==> src/rtl/npu_tile_loader.sv <==
// Tile loader: streams SIZE*SIZE weight words, then SIZE activation words, from a host
// valid/ready stream into the NPU datapath. Every datapath output is registered.
`timescale 1ns/1ps

module npu_tile_loader #(
    parameter int unsigned SIZE  = 4,
    parameter int unsigned NBITS = 8
) (
    input  logic                    clk,
    input  logic                    rst,
    input  logic                    start_i,
    input  logic                    in_val_i,
    input  logic [NBITS-1:0]        in_data_i,
    output logic                    in_rdy_o,
    input  logic                    load_rdy_i,
    output logic [NBITS-1:0]        w_in_o,
    output logic                    w_load_val_o,
    output logic [$clog2(SIZE)-1:0] w_load_sel_o,
    output logic [NBITS-1:0]        x_in_o,
    output logic                    x_load_val_o,
    output logic                    busy_o,
    output logic                    done_o
);

    localparam int unsigned SelW = $clog2(SIZE);
    localparam int unsigned CntW = $clog2(SIZE * SIZE);

    typedef enum logic [1:0] {StIdle, StLoadW, StLoadX, StDone} state_e;

    state_e            state_q;
    logic [CntW-1:0]   cnt_q;
    logic [NBITS-1:0]  w_in_q;
    logic [NBITS-1:0]  x_in_q;
    logic [SelW-1:0]   w_sel_q;
    logic              w_val_q;
    logic              x_val_q;
    logic              busy_q;
    logic              done_q;
    logic              xfer;

    // Ready is combinational so the host sees downstream back-pressure in the same cycle.
    assign in_rdy_o = ((state_q == StLoadW) || (state_q == StLoadX)) && load_rdy_i;
    assign xfer     = in_rdy_o && in_val_i;

    always_ff @(posedge clk or posedge rst) begin
        if (rst) begin
            state_q <= StIdle;
            cnt_q   <= '0;
            w_in_q  <= '0;
            x_in_q  <= '0;
            w_sel_q <= '0;
            w_val_q <= 1'b0;
            x_val_q <= 1'b0;
            busy_q  <= 1'b0;
            done_q  <= 1'b0;
        end else begin
            w_val_q <= 1'b0;
            x_val_q <= 1'b0;
            done_q  <= 1'b0;
            unique case (state_q)
                StIdle: begin
                    if (start_i) begin
                        state_q <= StLoadW;
                        cnt_q   <= '0;
                        busy_q  <= 1'b1;
                    end
                end
                StLoadW: begin
                    if (xfer) begin
                        w_in_q  <= in_data_i;
                        w_sel_q <= cnt_q[SelW-1:0];
                        w_val_q <= 1'b1;
                        if (cnt_q == CntW'(SIZE * SIZE - 1)) begin
                            state_q <= StLoadX;
                            cnt_q   <= '0;
                        end else begin
                            cnt_q <= cnt_q + 1'b1;
                        end
                    end
                end
                StLoadX: begin
                    if (xfer) begin
                        x_in_q  <= in_data_i;
                        x_val_q <= 1'b1;
                        if (cnt_q == CntW'(SIZE - 1)) begin
                            state_q <= StDone;
                            cnt_q   <= '0;
                            done_q  <= 1'b1;
                        end else begin
                            cnt_q <= cnt_q + 1'b1;
                        end
                    end
                end
                StDone: begin
                    state_q <= StIdle;
                    busy_q  <= 1'b0;
                end
                default: begin
                    state_q <= StIdle;
                    busy_q  <= 1'b0;
                end
            endcase
        end
    end

    assign w_in_o       = w_in_q;
    assign w_load_val_o = w_val_q;
    assign w_load_sel_o = w_sel_q;
    assign x_in_o       = x_in_q;
    assign x_load_val_o = x_val_q;
    assign busy_o       = busy_q;
    assign done_o       = done_q;

endmodule

==> config.mk <==
export PLATFORM = sky130hd
export DESIGN_NAME = npu_tile_loader
export DESIGN_NICKNAME = d
export VERILOG_FILES = /design/src/rtl/npu_tile_loader.sv
export SDC_FILE = /design/constraint.sdc
export NUM_CORES = 1
export LEC_CHECK = 0
export CAP_MARGIN = 20
export CORE_MARGIN = 5
export CORE_UTILIZATION = 45
export DETAILED_ROUTE_END_ITERATION = 10
export DONT_BUFFER_PORTS = 1
export GPL_TIMING_DRIVEN = 0
export PLACE_DENSITY = 0.58
export SLEW_MARGIN = 5
export SYNTH_ARGS = -nofsm -noshare
export SYNTH_HDL_FRONTEND = slang
export SYNTH_SLANG_ARGS = --single-unit
==> constraint.sdc <==
create_clock -name clk -period 2.4 [get_ports clk]
set_clock_uncertainty 0.05 [all_clocks]
set_input_delay 0.24 -clock clk [delete_from_list [all_inputs] [get_ports clk]]
set_output_delay 0.24 -clock clk [all_outputs]
set_load 0.03 [all_outputs]
==> impl_metrics.yaml <==
setup_path:
  critPathCaptureType: "flop"
  crit_type: "reg -> reg"
  crit_fanout: 10
  start_kind: "flop"
  critPathArrivalTime_ns: 2.04
  reg2reg_slack_ns: 0.54
  cp.required_ns: 2.58
detailed_routing:
  highest_layer: "met4"
  wl_met3_um: 173
  drt-vias-per-instance: 5.30
  antenna_left: 0
  drc: 0
  drt-pass1-iter-count: 4
  wl_per_cell_um: 15.1
  dr.first_iter.drc_count: 19
  wl_met1_um: 918
  met2_wirelength_mm: 1.07
  vias: 769
  wl_mm: 2.19
yosys:
  ys_warn_count: 0
  synth.cell_area_mm2: 0.00126
  ys.flop_type: "dfrtp_1"
  synth_seq_cells: 28
  synth.net_count: 116
  synth_top_area_frac: 0.556
  syn_area_per_cell_um2: 13.0
  netlist_instances: 97
  ys_types: 24
  ys_seq_area_frac: 0.556
  synth_edf_count: 0
  synth.largest_area_cell: "dfrtp_1"
  async_flop_share: 1.00
  synth_area_leaders: "dfrtp_1 (56%), mux2_2 (16%), ha_1 (6.0%)"
clock_network:
  clk_pin_slew_ns: 0.14
  cts_resized: 0
  cts_tree: "yes"
  cts_root_buf: "clkbuf_4"
  cts_buffers: 3
  h-tree-depth: 1
  clk_latency_ns: 0.32
  cts_hold_buffers: 9
  clkSinkCount: 28
  post_cts.repair.setup_buffers: 0
  cts.path.max_buffers: 2
die:
  fp.dieArea_mm2: 0.00396
  ios: 36
  start_util: 0.465
  rows: 19
  die_w_um: 62.9
  die_height_um: 62.9
  core_mm2: 0.00271
global_routing:
  grt_max_degree: 29
  globalRouteOverflowTotal: 0
  grt_pass1_vias: 738
  grt_usage: 0.120
  grt_antenna_before_repair: 0
  grt_pass1_wl_mm: 3.83
placed_design:
  gp_congestion: 0.771
  port_buffers: 0
  hpwl_mm: 1.60
  post-place-cells: 128
job:
  maxCapViolCount: 0
finish:
  final_util: 0.554
  n_antenna_cell: 0
  nets: 134
  drive_gt1_frac: 0.263
  area.growth.synth_to_final_pct: 18.9
  finalNonFillerCells: 145
  fill_cells: 243
sta:
  drv_slew: 0
  rsz0062_at_grt: "false"
  min_period_ns: 1.86
  hold_viol: 0
  fmax_ghz: 0.538
  slew-limit-headroom: 0.704
  tightest_slew_ns: 0.440
  holdWs_ns: 0.234
  setup-tns-final_ns: 0
  setup-violations-final: 0
  finalCritPeriodShare: 0.774
power_and_ir_drop:
  ir_drop_v: 0.000878
  power_density_mw_per_mm2: 1370
  p_leak_nw: 0.701
outcome:
  status: "complete, no violations"
min_path:
  hold_path_class: "in -> async"
-- flip-flops by register name (all words and copies together) (netlist names) --
signal / cells
cnt_q: 4
w_load_val_o: 1
w_in_o: 8
busy_o: 1
state_q: 2
x_load_val_o: 1
done_o: 1
w_load_sel_o: 2
x_in_o: 8
-- layer usage --
metal	vias to the layer above	track usage
met5	-	0
met4	0	0.0477
met3	2	0.0468
met2	25	0.174
met1	372	0.160
li1	370	-
-- synth_stat cells, types with 2 or more instances --
cell and instances:
nor2_1 4, ha_1 6, nor3_1 2, dfrtp_1 28, nand2b_1 4, a21oi_1 2
o21ai_0 4, nand2_1 6, nand3_1 2, inv_1 8, mux2_2 18
-- through the flow --
step                area (µm²)  power, mW  setup WS, ns
floorplan                 1260       1.61         0.708
global placement          1300       1.72         0.583
detailed placement        1300       1.76         0.543
finish                    1500       2.05         0.541
CTS                       1440       2.08         0.497
global route              1500       2.21         0.389
-- cell type report --
class                           instances  area, µm²  area share
Multi-Input combinational cell         60        519       0.346
Timing Repair Buffer                   13        148      0.0984
Sequential cell                        28        701       0.467
Inverter                                8       30.0      0.0200
Clock inverter                          1       30.0      0.0200
Tap cell                               31       38.8      0.0259
Clock buffer                            3       22.5      0.0150
Buffer                                  1       11.3     0.00751
-- power breakdown --
group          switching, mW  total [mW]  leakage [nW]  internal (mW)
Sequential             0.462        1.12         0.352          0.660
Clock                  0.133       0.302        0.0279          0.169
Combinational          0.316       0.628         0.321          0.312
Total                  0.910        2.05         0.701           1.14
-- cell families (layout without fill, tap and decap cells) --
family	Yosys count	count (layout)	share of synthesized area
AND/OR/NAND/NOR	23	23	0.108
multiplexers	20	20	0.181
adder cells (fa/ha/maj)	6	6	0.0595
buffers and inverters	9	26	0.0327
flip-flops	28	28	0.556
AO/OA/AOI/OAI	11	11	0.0635
-- cell usage in the layout (no fill, tap or decap), drive strengths merged --
cell / instances
dlygate4sd3: 12
mux2i: 1
o211ai: 1
nor4b: 1
and2: 1
mux2: 19
clkbuf: 3
nor3: 2
inv: 8
nand2b: 4
buf: 2
bufinv: 1
o31ai: 1
o22ai: 1
o21ai: 4
ha: 6
and4b: 1
nand2: 7
and3: 1
nor2: 4
a21oi: 2
o221ai: 1
dfrtp: 28
nand3: 2
o41ai: 1
-- critical path, cell delays in order (launching register included) --
cell,delay (ns)
dfrtp_1,0.44
inv_1,0.10
ha_1,0.33
and3_2,0.23
nand2_1,0.11
buf_6,0.16
mux2_2,0.34
-- final timing paths --
kind / start / endpoint / depth (start not counted)
max in group asynchronous: rst / w_load_val_o / 3
max reg2reg: state_q[1] / w_in_o[7] / 6
min reg2reg: cnt_q[0] / cnt_q[0] / 1
min: rst / w_in_o[3] / 2
max: state_q[1] / w_in_o[7] / 6
min in group clk: start_i / busy_o / 4
Note: power is estimated with default switching activity, not from simulation.
